### src/rtl/tt_ctrl_sel_driver_pkg.sv
// Shared definitions for the Tiny Tapeout mux-control initiator: default widths
// and the FSM state encoding, so chip-side and board-side models agree.
package tt_ctrl_sel_driver_pkg;

  localparam int DEFAULT_ADDR_W  = 10;
  localparam int DEFAULT_PULSE_W = 2;

  typedef enum logic [2:0] {
    ST_IDLE   = 3'd0,
    ST_RST_LO = 3'd1,
    ST_RST_HI = 3'd2,
    ST_INC_HI = 3'd3,
    ST_INC_LO = 3'd4,
    ST_FINISH = 3'd5
  } sel_state_t;

  // Phase timer width: must hold PULSE_W-1 and still be at least one bit wide.
  function automatic int timer_width(input int pulse_w);
    return (pulse_w < 2) ? 1 : $clog2(pulse_w + 1);
  endfunction

endpackage

### src/rtl/tt_ctrl_pulse_timer.sv
// Loadable down-counter used to time each pulse phase; tc is high on the last
// cycle of a phase (count has reached zero).
module tt_ctrl_pulse_timer #(
  parameter int CNT_W = 2
) (
  input  logic             clk,
  input  logic             rst,
  input  logic             load,
  input  logic [CNT_W-1:0] load_value,
  output logic             tc
);

  logic [CNT_W-1:0] count;

  always_ff @(posedge clk) begin
    if (rst) begin
      count <= '0;
    end else if (load) begin
      count <= load_value;
    end else if (count != '0) begin
      count <= count - CNT_W'(1);
    end
  end

  assign tc = (count == '0);

endmodule

### src/rtl/tt_ctrl_sel_driver.sv
// Board-side initiator for the Tiny Tapeout mux controller: turns one address
// request into the sel_rst_n / sel_inc pulse train, then drives ctl_ena.
//
// Handshake: a request is accepted on a rising edge where req_valid and
// req_ready are both high; req_ready is high only in IDLE, and req_valid is
// ignored at any other time (no queuing).
module tt_ctrl_sel_driver
  import tt_ctrl_sel_driver_pkg::*;
#(
  parameter int ADDR_W  = DEFAULT_ADDR_W,
  parameter int PULSE_W = DEFAULT_PULSE_W
) (
  input  logic              clk,
  input  logic              rst,
  input  logic              req_valid,
  output logic              req_ready,
  input  logic [ADDR_W-1:0] req_addr,
  input  logic              req_ena,
  output logic              busy,
  output logic              done,
  output logic              ctl_sel_rst_n,
  output logic              ctl_sel_inc,
  output logic              ctl_ena,
  output logic [2:0]        state
);

  localparam int CNT_W = timer_width(PULSE_W);
  localparam logic [CNT_W-1:0] PHASE_LOAD = CNT_W'(PULSE_W - 1);

  sel_state_t        state_q, state_d;
  logic [ADDR_W-1:0] inc_left_q, inc_left_d;
  logic              ena_lat_q, ena_lat_d;
  logic              rst_n_d, inc_d, ena_d, busy_d, done_d, ready_d;
  logic              timer_load, timer_tc;

  tt_ctrl_pulse_timer #(
    .CNT_W (CNT_W)
  ) u_timer (
    .clk        (clk),
    .rst        (rst),
    .load       (timer_load),
    .load_value (PHASE_LOAD),
    .tc         (timer_tc)
  );

  // Every output is computed one cycle ahead here and registered below, so the
  // pads see glitch-free levels that change only on clock edges.
  always_comb begin
    state_d    = state_q;
    inc_left_d = inc_left_q;
    ena_lat_d  = ena_lat_q;
    rst_n_d    = ctl_sel_rst_n;
    inc_d      = ctl_sel_inc;
    ena_d      = ctl_ena;
    busy_d     = busy;
    done_d     = 1'b0;
    ready_d    = req_ready;
    timer_load = 1'b0;

    unique case (state_q)
      ST_IDLE: begin
        if (req_valid && req_ready) begin
          inc_left_d = req_addr;
          ena_lat_d  = req_ena;
          ena_d      = 1'b0;
          rst_n_d    = 1'b0;
          inc_d      = 1'b0;
          busy_d     = 1'b1;
          ready_d    = 1'b0;
          timer_load = 1'b1;
          state_d    = ST_RST_LO;
        end
      end

      ST_RST_LO: begin
        if (timer_tc) begin
          rst_n_d    = 1'b1;
          timer_load = 1'b1;
          state_d    = ST_RST_HI;
        end
      end

      // Both "low" phases end with the same decision: another pulse or finish.
      ST_RST_HI, ST_INC_LO: begin
        if (timer_tc) begin
          if (inc_left_q == '0) begin
            done_d  = 1'b1;
            busy_d  = 1'b0;
            ena_d   = ena_lat_q;
            state_d = ST_FINISH;
          end else begin
            inc_d      = 1'b1;
            timer_load = 1'b1;
            state_d    = ST_INC_HI;
          end
        end
      end

      ST_INC_HI: begin
        if (timer_tc) begin
          inc_d      = 1'b0;
          inc_left_d = inc_left_q - ADDR_W'(1);
          timer_load = 1'b1;
          state_d    = ST_INC_LO;
        end
      end

      ST_FINISH: begin
        ready_d = 1'b1;
        state_d = ST_IDLE;
      end

      default: begin
        busy_d  = 1'b0;
        inc_d   = 1'b0;
        ready_d = 1'b1;
        state_d = ST_IDLE;
      end
    endcase
  end

  always_ff @(posedge clk) begin
    if (rst) begin
      state_q       <= ST_IDLE;
      inc_left_q    <= '0;
      ena_lat_q     <= 1'b0;
      ctl_sel_rst_n <= 1'b0;
      ctl_sel_inc   <= 1'b0;
      ctl_ena       <= 1'b0;
      busy          <= 1'b0;
      done          <= 1'b0;
      req_ready     <= 1'b1;
    end else begin
      state_q       <= state_d;
      inc_left_q    <= inc_left_d;
      ena_lat_q     <= ena_lat_d;
      ctl_sel_rst_n <= rst_n_d;
      ctl_sel_inc   <= inc_d;
      ctl_ena       <= ena_d;
      busy          <= busy_d;
      done          <= done_d;
      req_ready     <= ready_d;
    end
  end

  assign state = state_q;

endmodule

### config.mk
export PLATFORM = sky130hd
export DESIGN_NAME = tt_ctrl_sel_driver
export DESIGN_NICKNAME = d
export VERILOG_FILES = /design/src/rtl/tt_ctrl_sel_driver_pkg.sv /design/src/rtl/tt_ctrl_pulse_timer.sv /design/src/rtl/tt_ctrl_sel_driver.sv
export SDC_FILE = /design/constraint.sdc
export NUM_CORES = 1
export LEC_CHECK = 0
export ABC_CLOCK_PERIOD_IN_PS = 2000
export BUFFER_PORTS_ARGS = -buffer_cell sky130_fd_sc_hd__buf_2
export CAP_MARGIN = 0
export CORE_UTILIZATION = 40
export DETAILED_ROUTE_END_ITERATION = 10
export PLACE_DENSITY_LB_ADDON = 0.1
export SYNTH_ARGS = -nofsm -noshare
export SYNTH_HDL_FRONTEND = slang
export SYNTH_SLANG_ARGS = --single-unit
### constraint.sdc
create_clock -name clk -period 2 [get_ports clk]
set_input_delay 0 -clock clk [delete_from_list [all_inputs] [get_ports clk]]
set_output_delay 0 -clock clk [all_outputs]
set_load 0.1 [all_outputs]
=== Word level (Yosys, flattened, before mapping) ===
Cells that the tools add are included.

* Register bits after elaboration: 22
* Word-level logic and storage cells: 85
* Input port bits: 14

* Multiplexer cells: 32
* $add $sub $neg: 2
* Reduce and logical (&&, ||, !) cells: 24
* Bitwise operators: 5
* Equal/unequal tests: 11

{| class="wikitable"
|+ Operator list
! kind !! number
|-
| $mux 10 || 2
|-
| $pmux 10 s2 || 1
|-
| $mux 1 || 17
|-
| $mux 3 || 5
|-
| $ne 2x2->1 const B || 6
|-
| $pmux 3 s4 || 1
|-
| $reduce_and 4->1 || 3
|-
| $logic_not 10->1 || 1
|-
| $reduce_bool 2->1 || 5
|-
| $sub 10x1->10 const B || 1
|-
| $reduce_or 2->1 || 4
|-
| $eq 3x2->1 const B || 2
|-
| $eq 3x3->1 const B || 2
|-
| $pmux 1 s2 || 3
|-
| $pmux 1 s3 || 2
|-
| $reduce_and 3->1 || 2
|-
| $reduce_or 3->1 || 2
|-
| $not 1->1 || 5
|-
| $reduce_and 5->1 || 1
|-
| $pmux 1 s4 || 1
|-
| $reduce_and 2->1 || 2
|-
| $reduce_or 4->1 || 1
|-
| $eq 3x1->1 const B || 1
|-
| $logic_not 3->1 || 1
|-
| other kinds (3) || 3
|}

=== Longest topological paths before layout ===
Gate-level depths: netlist of the first run.

* Word-level depth: 5
* Mapped depth: 7

=== Hierarchy ===
A second synthesis of the first run with hierarchy kept.

* Cells, all modules: 172
* Area total of the unflattened synthesis: 1335.0 um2

{| class="wikitable"
|+ Modules (own cells, without submodules)
! module !! sequential area each (um2) !! area an instance (um2) !! instances !! cells an instance
|-
| tt_ctrl_sel_driver || 400.4 || 1213.7 || 1 || 160
|-
| tt_ctrl_pulse_timer || 40.0 || 121.4 || 1 || 12
|}

=== Least setup slack after synthesis of the first run ===
OpenSTA, ideal clock, no wires.

* Path kind: register -> register
* From: register state_q[0], in the netlist state[0]
* To: register u_timer.count[1]
* Path buffers: 1
* Arrival: 2.145 ns
* Cell stages (with the launch flop): 6
* Slack: -0.241 ns
* Clock period less this slack: 2.241 ns
* Cells stage by stage: dfxtp_1 > clkbuf_1 > nor2_1 > and4_1 > or4_1 > o41ai_2

* Longest elaborated chain between the ends: 4
* Elaborated cells between the ends (all ways): 9

{| class="wikitable"
|+ Ends and longest elaborated chain
! item !! RTL line !! source
|-
| start, declared || tt_ctrl_sel_driver.sv:30 || <nowiki>sel_state_t state_q, state_d;</nowiki>
|-
| start signal, assigned || tt_ctrl_sel_driver.sv:134 || <nowiki>state_q <= state_d;</nowiki>
|-
| $eq 3x2->1 (tied with other cells) || tt_ctrl_sel_driver.sv:60 || <nowiki>unique case (state_q)</nowiki>
|-
| $reduce_or 2->1, on equally long branches || n/a ||
|-
| $pmux 1 s3 (*) || tt_ctrl_sel_driver.sv:60 ||
|-
| $reduce_or 2->1 (no source line) (*) || n/a ||
|-
| end signal, assigned || tt_ctrl_pulse_timer.sv:19 || <nowiki>count <= load_value;</nowiki>
|-
| end signal, assigned || tt_ctrl_pulse_timer.sv:21 || <nowiki>count <= count - CNT_W'(1);</nowiki>
|-
| end, declared || tt_ctrl_pulse_timer.sv:13 || <nowiki>logic [CNT_W-1:0] count;</nowiki>
|}

Mark *: on every way between the ends. The rest lies on a longest branch, timed or not.
A chain may end at the register's enable or synchronous reset.

=== Final worst setup path of the first run ===
* From: register inc_left_q[0]
* To: register u_timer.count[0]

* Longest elaborated chain between the ends: 5
* Elaborated cells between the ends (all ways): 6

{| class="wikitable"
|+ Ends and longest elaborated chain
! item !! RTL line !! source
|-
| start, declared || tt_ctrl_sel_driver.sv:31 || <nowiki>logic [ADDR_W-1:0] inc_left_q, inc_left_d;</nowiki>
|-
| start signal, assigned || tt_ctrl_sel_driver.sv:135 || <nowiki>inc_left_q <= inc_left_d;</nowiki>
|-
| $logic_not 10->1 (*) || tt_ctrl_sel_driver.sv:86 || <nowiki>if (inc_left_q == '0) begin</nowiki>
|-
| $mux 1 (*) || tt_ctrl_sel_driver.sv:86 ||
|-
| $mux 1 (*) || tt_ctrl_sel_driver.sv:85 || <nowiki>if (timer_tc) begin</nowiki>
|-
| $pmux 1 s3 (*) || tt_ctrl_sel_driver.sv:60 ||
|-
| $mux 1 or $reduce_bool 2->1 (tied branches) || n/a ||
|}

Marked as above.

==> results of run 1 <==
[area by class of cell]
class / instances / share of cell area, %
multi-input combinational: 124 / 52.6
sequential: 22 / 27.6
timing repair buffer: 35 / 13.2
tap: 44 / 3.41
inverter: 8 / 1.86
clock buffer: 3 / 1.40
[layout by cell type (no fill, tap or decap), types with 3 or more instances in the layout]
cell type,instances
sky130_fd_sc_hd__buf_2,22
sky130_fd_sc_hd__dfxtp_1,18
sky130_fd_sc_hd__a21oi_1,17
sky130_fd_sc_hd__nand2_1,14
sky130_fd_sc_hd__o21ai_0,12
sky130_fd_sc_hd__buf_4,11
sky130_fd_sc_hd__nor2_1,9
sky130_fd_sc_hd__inv_1,8
sky130_fd_sc_hd__a31oi_1,4
sky130_fd_sc_hd__a21o_1,4
sky130_fd_sc_hd__nand3_1,4
sky130_fd_sc_hd__a211oi_1,4
sky130_fd_sc_hd__dfxtp_2,4
sky130_fd_sc_hd__nand4_1,3
sky130_fd_sc_hd__nor2b_1,3
sky130_fd_sc_hd__nand3b_1,3
sky130_fd_sc_hd__nor3_1,3
sky130_fd_sc_hd__clkbuf_4,3
[registers in the layout (all words and copies together), names as in the netlist]
| register | flops |
|---|---|
| state | 3 |
| inc_left_q | 10 |
| ctl_ena | 1 |
| u_timer.count | 2 |
| ctl_sel_inc | 1 |
| done | 1 |
| ctl_sel_rst_n | 1 |
| busy | 1 |
| req_ready | 1 |
| ena_lat_q | 1 |
[metrics by stage]
step	cells	hold WS (ns)	setup slack (ns)	setup TNS, ns	power [W]
6_report	236	0.0174	0.0671	0	0.00293
5_1_grt	236	0.00151	-0.0261	-0.0308	0.00315
4_1_cts	236	0.00176	0.0827	0	0.00285
3_5_place_dp	231	0.249	0.0193	0	0.00262
3_3_place_gp	231	0.244	0.0583	0	0.00260
2_1_floorplan	168	0.136	0.0845	0	0.00219
[worst max-delay path by stage]
stage | to | cells after the start | from
final | u_timer.count[0]$_SDFFE_PP0P_ | 6 | inc_left_q[0]$_SDFFE_PP0P_
after global routing | u_timer.count[0]$_SDFFE_PP0P_ | 6 | inc_left_q[1]$_SDFFE_PP0P_
after CTS | u_timer.count[0]$_SDFFE_PP0P_ | 6 | inc_left_q[0]$_SDFFE_PP0P_
after detailed placement | u_timer.count[0]$_SDFFE_PP0P_ | 6 | inc_left_q[0]$_SDFFE_PP0P_
after global placement | u_timer.count[0]$_SDFFE_PP0P_ | 6 | inc_left_q[0]$_SDFFE_PP0P_
after floorplan | u_timer.count[0]$_SDFFE_PP0P_ | 7 | inc_left_q[0]$_SDFFE_PP0P_
[cell families after synthesis]
group / count (synthesis) / share of synthesized area [%]
AO/OA/AOI/OAI: 63 / 33.0
XOR/XNOR: 1 / 0.649
adder cells (fa/ha/maj): 2 / 1.85
buffers and inverters: 22 / 6.96
flip-flops: 22 / 32.7
multiplexers: 1 / 0.742
AND/OR/NAND/NOR: 57 / 24.1
[power breakdown]
part | internal [W] | switching, W
Combinational | 0.000655 | 0.00127
Clock | 0.0000703 | 0.000131
Sequential | 0.000597 | 0.000204
[layer usage]
metal,up-vias,wire length [um],GRT usage (%)
met4,0,23,6.64
met1,646,1680,28.5
li1,690,-,-
met2,37,1560,32.9
met5,-,0,0
met3,2,160,4.55
[worst max-delay path: cells and delay by family, from the launching register on]
family                   cells  cell delay [ns]
buffers and inverters        1             0.10
flip-flops                   1             0.36
AND/OR/NAND/NOR              1             0.54
AO/OA/AOI/OAI                3             0.67
adder cells (fa/ha/maj)      1             0.17
[repair_timing]
| action | 4_1_cts | 5_1_grt |
|---|---|---|
| gates resized for setup | 1 | 4 |
| pin swaps | 0 | 0 |
| gates cloned | 0 | 0 |
| buffers inserted | 0 | 0 |
| endpoints found under the hold margin | 2 | 0 |
| hold buffers | 2 | 0 |
| setup endpoints to repair | 1 | 3 |
==> results.md, run 1 <==
- Outcome: finished, final reports clean
- Synth cell types: 53
- R2r endpoint: u_timer.count[0]$_SDFFE_PP0P_
- Slack of the worst reg-to-reg path: between 0.06 and 0.07 ns
- Final cycle utilization of the critical path: 96.6%
- First-pass GRT wire length: approximately 5.6 mm
- Share of post-route cells with drive strength above 1: between 20% and 30%
- Maximum vdd ir drop: ~0.71 mV
- Vias in the first global route: ~1,300
- CTS clock-pin slew for the worst setup and hold paths: about 0.12 ns
- Register bit total from synthesis: 22
- Std-Cell Rows: 20
- Largest cells by area after synthesis: sky130_fd_sc_hd__dfxtp_1 33%, sky130_fd_sc_hd__a21oi_1 6.3%, sky130_fd_sc_hd__o21ai_0 4.5%
- Worst clock skew: about 0.009 ns
- Maximum operating frequency: just over 500 MHz
- Unrepaired setup endpoints after global routing: yes
- Initial DRC Count: 80
- Post-layout instance area: roughly 1600 um2
- Number of buffer cells added on primary ports: 22
- Number of cell instances on the worst register-to-register path: 6
- Crit start category: flop
- Final slew viol count: 0
- Antenna violations before repair: 0
- Warnings, synthesis: 0
- EDFF count, synth: 0
- Flip-flop and latch area: approximately 450 um2
- Post-Synthesis Cell Area: approximately 1300 um2
- Crit Reg-Reg Startpoint: inc_left_q[0]$_SDFFE_PP0P_
- Number of nets in the synthesized netlist: approximately 180
- Top-count cell post-synth: sky130_fd_sc_hd__dfxtp_1
- H-Tree Level Count: 1
- Die area: ~3600 um2
- Worst-path cell chain: inv_1, ha_1, or4b_4, o311ai_4, o311ai_2, o31a_1
- TritonCTS clock tree: yes
- Root Driver: sky130_fd_sc_hd__clkbuf_4
- Data required time of the critical path: around 2.2 ns
- Clock latency of the later-clocked register in the worst-skew pair: 0.31 ns
- Initial core utilization: a little over two fifths
- Routability-driven placement congestion ratio: ~0.76
- Startpoint of the tightest hold check path: req_addr[6]
- Placement-stage cell area: roughly 1500 um2
- Headroom to the max-slew limit: roughly two thirds
- Number of standard cells after synthesis: around 170
- Maximum number of pins on one net before global-route repair: 23
- WS Path Type: reg -> reg
- Worst-case clock buffer depth: 2
- Area Growth Syn to Fin: 19.7%
- Commonest cells in the netlist: 22 x sky130_fd_sc_hd__dfxtp_1, 17 x sky130_fd_sc_hd__a21oi_1, 14 x sky130_fd_sc_hd__nand2_1, 12 x sky130_fd_sc_hd__o21ai_0
- Inserted Clock Buffers: 3
- Hold EP: inc_left_q[6]$_SDFFE_PP0P_
- Fin. Hold Viols: 0
- Detailed-routing iteration count for the pre-antenna-repair pass: 4
- Total DRC errors in the routed layout: 0
- Number of placed I/O pins: 23
- Floorplan die width: 60.1 um
- Number of inserted diodes: 0
- Number of fill cells in the layout: slightly above 300
- DIE HEIGHT: between 60 and 70 um
- Half-perimeter wire length after placement: 2.41 mm
- Master of the slowest instance on the critical path: sky130_fd_sc_hd__or4b_4
- Share of Yosys cell area claimed by the top area cell type: roughly 33%
- Synthesized area divided by synthesized cell count: between 8 and 9 um2
- Path type of the worst min-delay path: in -> reg
- Max-cap violations: 0
- Peak fanout along the critical path: 6
- Area taken by multi-input logic gates: 848 um2
- Final standard cell utilization of the core: about half
- Crit path DAT: 2.13 ns
- Ratio of total power to cell area: 1810 nW/um2
- Via-to-Cell Ratio: 5.83
- Part of the Yosys area used for sequential elements: around a third
- Detail-routed net length per standard cell: ~15 um
- Min Clock Period, post-route: 1.93 ns
- Slew at the pin with the worst max-slew slack: ~0.49 ns
- Floorplan core area: around 3100 um2
- DRT Wirelength: 3.42 mm
- Synth area leader: sky130_fd_sc_hd__dfxtp_1
- Number of cells on the worst hold path: 3
- Count of final setup violators: 0
- TritonCTS Sinks: 22
- Leakage power: roughly 0.63 nW
- DRT antenna net count: 0
- Number of nets in the final layout: 210
- Vias after detailed routing: between 1,000 and 1,500
- Aggregate global routing overflow: 0
- Top FF cell, synth: sky130_fd_sc_hd__dfxtp_1
- GRT Overall Usage: a little over a fifth
- Critical Path Max Stage Delay: 0.54 ns
- Share of flip-flops with an asynchronous set or reset: 0%
- Category of the worst setup path capture point: flop
Note: power is estimated with default switching activity, not from simulation.
==> run 2, diff against run 1 <==
--- a/config.mk
+++ b/config.mk
@@ -8,7 +8,9 @@
 export ABC_CLOCK_PERIOD_IN_PS = 2000
 export BUFFER_PORTS_ARGS = -buffer_cell sky130_fd_sc_hd__buf_2
 export CAP_MARGIN = 0
-export CORE_UTILIZATION = 40
+export CELL_PAD_IN_SITES_DETAIL_PLACEMENT = 0
+export CELL_PAD_IN_SITES_GLOBAL_PLACEMENT = 2
+export CORE_UTILIZATION = 29
 export DETAILED_ROUTE_END_ITERATION = 10
 export PLACE_DENSITY_LB_ADDON = 0.1
 export SYNTH_ARGS = -nofsm -noshare
==> run 2 against run 1 <==
Effect of this change: setup slack worse by 0.0069 ns; clock power is 39% higher; final area is 4.2% higher; power is 6.9% higher; largest cell class unchanged; clock-buffer cell count stayed put; via count is 1.4% higher; critical path depth stayed put.
==> results.md, run 2 (synthesized netlist as in run 1, its figures left out) <==
- DRT antenna net count: 0 (unchanged)
- Number of fill cells in the layout: 485 (was 305)
- Final cycle utilization of the critical path: 97.0% (was 96.6%)
- Detailed-routing iteration count for the pre-antenna-repair pass: 4 (unchanged)
- First-pass GRT wire length: 6.39 mm (was 5.62 mm)
- Number of cell instances on the worst register-to-register path: 6 (unchanged)
- Startpoint of the tightest hold check path: req_addr[0] (was req_addr[6])
- Number of cells on the worst hold path: 3 (unchanged)
- Peak fanout along the critical path: 6 (unchanged)
- Detail-routed net length per standard cell: 15.8 um (was 14.5 um)
- Worst setup slack before clock tree synthesis: -0.00559 ns (was 0.0193 ns)
- Crit Reg-Reg Startpoint: inc_left_q[0]$_SDFFE_PP0P_ (unchanged)
- Top Layer Used: met4 (unchanged)
- Int Power: 0.00146 W (was 0.00132 W)
- Slack of the worst reg-to-reg path: 0.06 ns (was 0.07 ns)
- Setup ws final: 0.0602 ns (was 0.0671 ns)
- Placed cell count: 242 (was 231)
- DIE HEIGHT: 70.2 um (was 60.1 um)
- Slew at the pin with the worst max-slew slack: 0.618 ns (was 0.490 ns)
- Met3 routed WL: 126 um (was 160 um)
- Aggregate global routing overflow: 0 (unchanged)
- Net switching fraction of the power: 53.3% (was 54.9%)
- Post-layout instance area: 1680 um2 (was 1610 um2)
- Commonest non-fill, non-tap cells in the layout: 22 x sky130_fd_sc_hd__buf_2, 17 x sky130_fd_sc_hd__a21oi_1, 16 x sky130_fd_sc_hd__dfxtp_1 (was 22 x sky130_fd_sc_hd__buf_2, 18 x sky130_fd_sc_hd__dfxtp_1, 17 x sky130_fd_sc_hd__a21oi_1)
- Worst clock skew: 0.00167 ns (was 0.00914 ns)
- Number of buffer cells added on primary ports: 22 (unchanged)
- Headroom to the max-slew limit: 58.6% (was 67.2%)
- CTS clock-pin slew for the worst setup and hold paths: 0.08 ns (was 0.12 ns)
- Crit start category: flop (unchanged)
- Number of flip-flops under the largest register name: 10 (unchanged)
- Met2 wire length: 1.94 mm (was 1.56 mm)
- Share of post-route cells with drive strength above 1: 29.7% (was 25.5%)
- Initial core utilization: 30.6% (was 43.1%)
- Outcome: finished, final reports clean (unchanged)
- Count of final setup violators: 0 (unchanged)
- Half-perimeter wire length after placement: 2.73 mm (was 2.41 mm)
- Number of placed I/O pins: 23 (unchanged)
- Relative contribution of sequential cells to total power: 25.5% (was 27.3%)
- Worst-case clock buffer depth: 2 (unchanged)
- Category of the worst setup path capture point: flop (unchanged)
- Ratio of total power to cell area: 1860 nW/um2 (was 1810 nW/um2)
- Data required time of the critical path: 2.16 ns (was 2.20 ns)
- Path type of the worst min-delay path: in -> reg (unchanged)
- DRT Wirelength: 3.91 mm (was 3.42 mm)
- Floorplan core area: 4410 um2 (was 3130 um2)
- Vias in the first global route: 1,299 (was 1,259)
- Total DRC errors in the routed layout: 0 (unchanged)
- Die area: 4930 um2 (was 3610 um2)
- Hold_ws: 0.00489 ns (was 0.0174 ns)
- Hold EP: inc_left_q[0]$_SDFFE_PP0P_ (was inc_left_q[6]$_SDFFE_PP0P_)
- Root Driver: sky130_fd_sc_hd__clkbuf_8 (was sky130_fd_sc_hd__clkbuf_4)
- Commonest non-fill, non-tap cell in the layout: sky130_fd_sc_hd__buf_2 (unchanged)
- TritonCTS Sinks: 22 (unchanged)
- Comb power frac: 65.5% (was 65.8%)
- Register with the highest flop count: inc_left_q (unchanged)
- Maximum vdd ir drop: 0.952 mV (was 0.709 mV)
- Initial DRC Count: 48 (was 80)
- Floorplan die width: 70.2 um (was 60.1 um)
- Number of inserted diodes: 0 (unchanged)
- R2r endpoint: u_timer.count[0]$_SDFFE_PP0P_ (unchanged)
- Placement-stage cell area: 1570 um2 (was 1540 um2)
- Maximum number of pins on one net before global-route repair: 21 (was 23)
- Maximum operating frequency: 516 MHz (was 517 MHz)
- Final slew viol count: 0 (unchanged)
- Min Clock Period, post-route: 1.94 ns (was 1.93 ns)
- GRT Overall Usage: 16.2% (was 20.9%)
- Psw: 0.00167 W (was 0.00161 W)
- WS Path Type: reg -> reg (unchanged)
- Inserted Clock Buffers: 3 (unchanged)
- Antenna violations before repair: 0 (unchanged)
- TritonCTS clock tree: yes (unchanged)
- Leakage power: 0.657 nW (was 0.629 nW)
- Crit path DAT: 2.10 ns (was 2.13 ns)
- Proportion of power drawn by the clock network: 9.0% (was 6.9%)
- Routability-driven placement congestion ratio: 0.745 (was 0.762)
- Via-to-Cell Ratio: 5.64 (was 5.83)
- H-Tree Level Count: 1 (unchanged)
- Std-Cell Rows: 24 (was 20)
- Number of cells in the finished layout apart from fillers: 247 (was 236)
- Fin. Hold Viols: 0 (unchanged)
- Vias after detailed routing: 1,394 (was 1,375)
- Met1 wire length: 1.83 mm (was 1.68 mm)
- Area Growth Syn to Fin: 24.7% (was 19.7%)
- Total negative slack: 0 ns (unchanged)
- Max-cap violations: 0 (unchanged)
- Clock latency of the later-clocked register in the worst-skew pair: 0.26 ns (was 0.31 ns)
- Number of nets in the final layout: 213 (was 210)
[run 2: changes by cell type in the layout (fill, tap and decap cells not counted), sizes merged]
cell | previous run | this run
buf | 33 | 37
dlygate4sd3 | 2 | 1
[run 2: critical path, stage by stage (launching register included)]
cell and delay [ns]:
sky130_fd_sc_hd__dfxtp_2 0.33, sky130_fd_sc_hd__inv_2 0.08, sky130_fd_sc_hd__ha_4 0.14, sky130_fd_sc_hd__or4b_4 0.52
sky130_fd_sc_hd__o311ai_4 0.33, sky130_fd_sc_hd__o311ai_4 0.16, sky130_fd_sc_hd__o31a_1 0.27
[run 2: worst max-delay path by stage]
stage                                    start  slack (ns)                       endpoint  depth (start not counted)
floorplan           inc_left_q[0]$_SDFFE_PP0P_        0.08  u_timer.count[0]$_SDFFE_PP0P_                          7
finish              inc_left_q[0]$_SDFFE_PP0P_        0.06  u_timer.count[0]$_SDFFE_PP0P_                          6
detailed placement  inc_left_q[1]$_SDFFE_PP0P_      -0.006  u_timer.count[0]$_SDFFE_PP0P_                          6
global placement    inc_left_q[1]$_SDFFE_PP0P_        0.06  u_timer.count[0]$_SDFFE_PP0P_                          6
global route        inc_left_q[0]$_SDFFE_PP0P_       -0.03  u_timer.count[0]$_SDFFE_PP0P_                          6
CTS                 inc_left_q[1]$_SDFFE_PP0P_         0.1  u_timer.count[0]$_SDFFE_PP0P_                          6
[run 2: what timing repair did]
| item | 4_1_cts | 5_1_grt |
|---|---|---|
| setup buffers | 0 | 1 |
| endpoints found under the setup margin | 1 | 2 |
| resized for setup | 1 | 10 |
| hold buffers | 1 | 0 |
| endpoints found under the hold margin | 1 | 0 |
| pin swaps | 0 | 1 |
[run 2: area by class of cell]
cell class              count  area, um2  share of cell area [%]
clock buffers               3       41.3                    2.46
inverters                   8       30.0                    1.79
multi-input cells         124        865                    51.4
flip-flops and latches     22        448                    26.6
well taps                  52       65.1                    3.87
repair buffers             38        233                    13.8
[run 2: power by group through the flow]
| stage | Clock (W) | Combinational (W) | Sequential (W) |
|---|---|---|---|
| 2_1_floorplan | 0 | 0.00104 | 0.00115 |
| 5_1_grt | 0.000305 | 0.00224 | 0.000830 |
| 3_5_place_dp | 0 | 0.00190 | 0.000793 |
| 3_3_place_gp | 0 | 0.00188 | 0.000794 |
| 6_report | 0.000280 | 0.00205 | 0.000799 |
| 4_1_cts | 0.000294 | 0.00192 | 0.000786 |
[run 2: per-layer routing]
metal,global-route usage (%),up-vias
li1,-,694
met1,21.5,673
met2,27.7,25
met3,3.03,2
met4,2.67,0
met5,0,-
[run 2: per-stage QoR]
step                power [W]  utilization (%)
finish                0.00313             38.1
detailed placement    0.00269             35.6
global placement      0.00268             35.6
CTS                   0.00300             36.8
floorplan             0.00219                -
global route          0.00337             38.1
==> run 3, diff against run 2 <==
--- a/config.mk
+++ b/config.mk
@@ -5,12 +5,13 @@
 export SDC_FILE = /design/constraint.sdc
 export NUM_CORES = 1
 export LEC_CHECK = 0
-export ABC_CLOCK_PERIOD_IN_PS = 2000
+export ABC_CLOCK_PERIOD_IN_PS = 1600
 export BUFFER_PORTS_ARGS = -buffer_cell sky130_fd_sc_hd__buf_2
 export CAP_MARGIN = 0
 export CELL_PAD_IN_SITES_DETAIL_PLACEMENT = 0
 export CELL_PAD_IN_SITES_GLOBAL_PLACEMENT = 2
-export CORE_UTILIZATION = 29
+export CORE_UTILIZATION = 30
+export CTS_BUF_LIST = sky130_fd_sc_hd__clkbuf_4 sky130_fd_sc_hd__clkbuf_8
 export DETAILED_ROUTE_END_ITERATION = 10
 export PLACE_DENSITY_LB_ADDON = 0.1
 export SYNTH_ARGS = -nofsm -noshare
==> constraint.sdc (replaced) <==
create_clock -name clk -period 1.6 [get_ports clk]
set_input_delay 0 -clock clk [delete_from_list [all_inputs] [get_ports clk]]
set_output_delay 0 -clock clk [all_outputs]
set_load 0.1 [all_outputs]
==> run 3 against run 2 <==
Effect of this change: the flow now finishes with violations (negative setup slack); largest power group unchanged; final area rose by 20%; via count increased by 7.4%; critical path type unchanged; cell count is 10% higher; combinational power rose by 64%; power rose by 57%; highest routed layer unchanged; first-iteration DRC count grew 100%; clock power rose by 94%; non-clock buffer count is 24 higher; critical endpoint is now state[2]$_SDFFE_PP0P_; global-route usage rose by 1.9 points.
==> results.md, run 3 (synthesized netlist as in run 1, its figures left out) <==
- Outcome: finished, violations left (was finished, final reports clean)
- Failing checks: negative setup slack
- Min Clock Period, post-route: 1.85 ns (was 1.94 ns)
- Detail-routed net length per standard cell: 15.6 um (was 15.8 um)
- Met1 wire length: 2.17 mm (was 1.83 mm)
- Number of buffer cells added on primary ports: 22 (unchanged)
- Peak fanout along the critical path: 6 (unchanged)
- Inserted Clock Buffers: 3 (unchanged)
- Std-Cell Rows: 24 (unchanged)
- WS Path Type: reg -> reg (unchanged)
- Ratio of total power to cell area: 2450 nW/um2 (was 1860 nW/um2)
- Number of fill cells in the layout: 442 (was 485)
- Number of placed I/O pins: 23 (unchanged)
- Routability-driven placement congestion ratio: 0.832 (was 0.745)
- First-pass GRT wire length: 7.07 mm (was 6.39 mm)
- Number of nets in the final layout: 237 (was 213)
- Initial core utilization: 31.2% (was 30.6%)
- Share of post-route cells with drive strength above 1: 43.2% (was 29.7%)
- Slew at the pin with the worst max-slew slack: 0.495 ns (was 0.618 ns)
- DRT antenna net count: 0 (unchanged)
- Clock latency of the later-clocked register in the worst-skew pair: 0.27 ns (was 0.26 ns)
- Area Growth Syn to Fin: 49.4% (was 24.7%)
- Maximum number of pins on one net before global-route repair: 23 (was 21)
- Final slew viol count: 0 (unchanged)
- Headroom to the max-slew limit: 67.2% (was 58.6%)
- Number of flip-flops under the largest register name: 10 (unchanged)
- Root Driver: sky130_fd_sc_hd__clkbuf_8 (unchanged)
- GRT Overall Usage: 18.1% (was 16.2%)
- Path type of the worst min-delay path: in -> reg (unchanged)
- DRT Wirelength: 4.24 mm (was 3.91 mm)
- Commonest non-fill, non-tap cell in the layout: sky130_fd_sc_hd__buf_4 (was sky130_fd_sc_hd__buf_2)
- Floorplan die width: 69.1 um (was 70.2 um)
- Number of inserted diodes: 0 (unchanged)
- Crit start category: flop (unchanged)
- DIE HEIGHT: 69.1 um (was 70.2 um)
- Count of final setup violators: 12 (was 0)
- Met3 routed WL: 169 um (was 126 um)
- Placement-stage cell area: 1770 um2 (was 1570 um2)
- TritonCTS Sinks: 22 (unchanged)
- Aggregate global routing overflow: 0 (unchanged)
- Max-cap violations: 0 (unchanged)
- TritonCTS clock tree: yes (unchanged)
- Vias in the first global route: 1,417 (was 1,299)
- Category of the worst setup path capture point: flop (unchanged)
- Via-to-Cell Ratio: 5.50 (was 5.64)
- Unrepaired setup endpoints after global routing: yes
- Register with the highest flop count: inc_left_q (unchanged)
- Detailed-routing iteration count for the pre-antenna-repair pass: 4 (unchanged)
- Die area: 4770 um2 (was 4930 um2)
- Worst setup slack before clock tree synthesis: -0.222 ns (was -0.00559 ns)
- H-Tree Level Count: 1 (unchanged)
- Top Layer Used: met4 (unchanged)
- Total DRC errors in the routed layout: 0 (unchanged)
- Vias after detailed routing: 1,497 (was 1,394)
- Crit path DAT: 2.05 ns (was 2.10 ns)
- Setup ws final: -0.250 ns (was 0.0602 ns)
- Half-perimeter wire length after placement: 2.97 mm (was 2.73 mm)
- Antenna violations before repair: 0 (unchanged)
- Worst clock skew: 0.00687 ns (was 0.00167 ns)
- Floorplan core area: 4320 um2 (was 4410 um2)
- Worst-case clock buffer depth: 2 (unchanged)
- Data required time of the critical path: 1.80 ns (was 2.16 ns)
- Met2 wire length: 1.87 mm (was 1.94 mm)
- Initial DRC Count: 96 (was 48)
- Maximum operating frequency: 541 MHz (was 516 MHz)
- Leakage power: 0.807 nW (was 0.657 nW)
- CTS clock-pin slew for the worst setup and hold paths: 0.09 ns (was 0.08 ns)
- Final cycle utilization of the critical path: 116% (was 97.0%)
- Post-layout instance area: 2010 um2 (was 1680 um2)
- Commonest non-fill, non-tap cells in the layout: 34 x sky130_fd_sc_hd__buf_4, 22 x sky130_fd_sc_hd__buf_2, 16 x sky130_fd_sc_hd__a21oi_1 (was 22 x sky130_fd_sc_hd__buf_2, 17 x sky130_fd_sc_hd__a21oi_1, 16 x sky130_fd_sc_hd__dfxtp_1)
- Fin. Hold Viols: 0 (unchanged)
- Maximum vdd ir drop: 0.964 mV (was 0.952 mV)
[run 3: cell count changes in the layout (fill, tap and decap cells not counted), moves of 2 or more]
cell / change
sky130_fd_sc_hd__dfxtp_1: -2
sky130_fd_sc_hd__buf_4: +19
sky130_fd_sc_hd__nor3_4: +2
sky130_fd_sc_hd__o21ai_0: -2
sky130_fd_sc_hd__dfxtp_4: +4
sky130_fd_sc_hd__buf_6: +3
sky130_fd_sc_hd__dfxtp_2: -2
[run 3: routing by layer]
layer | up-vias | GRT usage (%)
met1 | 725 | 26.9
li1 | 741 | -
met4 | 0 | 4.76
met5 | - | 0
met3 | 2 | 2.63
met2 | 29 | 27.1
[run 3: what timing repair did]
item	in CTS	in global routing
hold buffers	2	0
resized for setup	9	13
buffers inserted	3	6
endpoints found under the setup margin	15	18
endpoints found under the hold margin	2	0
pin swaps	5	6
[run 3: cell type report]
type,count,area (um2),area share (%)
clock buffers,3,41.3,2.05
flip-flops and latches,22,460,22.9
well taps,52,65.1,3.23
inverters,8,30.0,1.49
repair buffers,62,439,21.8
clock inverters,1,30.0,1.49
multi-input cells,124,948,47.1
[run 3: power by group]
part	leakage [nW]	switching, W	internal (W)
Clock	0.0357	0.000209	0.000335
Sequential	0.185	0.000247	0.000768
Combinational	0.586	0.00191	0.00146
Total	0.807	0.00237	0.00256
[run 3: path summary, 6_finish.rpt]
path              depth (start not counted)                    endpoint                       start  slack [ns]
hold reg to reg                           2      ena_lat_q$_SDFFE_PP0P_      ena_lat_q$_SDFFE_PP0P_        0.47
setup / recovery                          8       state[2]$_SDFFE_PP0P_  inc_left_q[1]$_SDFFE_PP0P_       -0.25
hold / removal                            2  inc_left_q[6]$_SDFFE_PP0P_                         rst        0.03
setup reg to reg                          8       state[2]$_SDFFE_PP0P_  inc_left_q[1]$_SDFFE_PP0P_       -0.25
[run 3: critical path: stages, from the launching register on]
cell,delay [ns]
sky130_fd_sc_hd__dfxtp_2,0.33
sky130_fd_sc_hd__inv_2,0.07
sky130_fd_sc_hd__ha_4,0.13
sky130_fd_sc_hd__or4b_4,0.51
sky130_fd_sc_hd__buf_6,0.15
sky130_fd_sc_hd__nor3_4,0.21
sky130_fd_sc_hd__buf_4,0.16
sky130_fd_sc_hd__o2111ai_2,0.09
sky130_fd_sc_hd__a21oi_1,0.13
[run 3: per-stage QoR]
step | utilization, % | std cells | hold WS [ns] | total power, W | TNS, ns
finish | 46.6 | 272 | 0.0300 | 0.00493 | -2.01
global route | 46.6 | 272 | 0.0318 | 0.00524 | -2.82
CTS | 44.4 | 268 | 0.0128 | 0.00467 | -1.92
detailed placement | 40.8 | 259 | 0.250 | 0.00391 | -1.56
global placement | 40.8 | 259 | 0.243 | 0.00388 | -1.15
floorplan | - | 168 | 0.136 | 0.00299 | -0.689
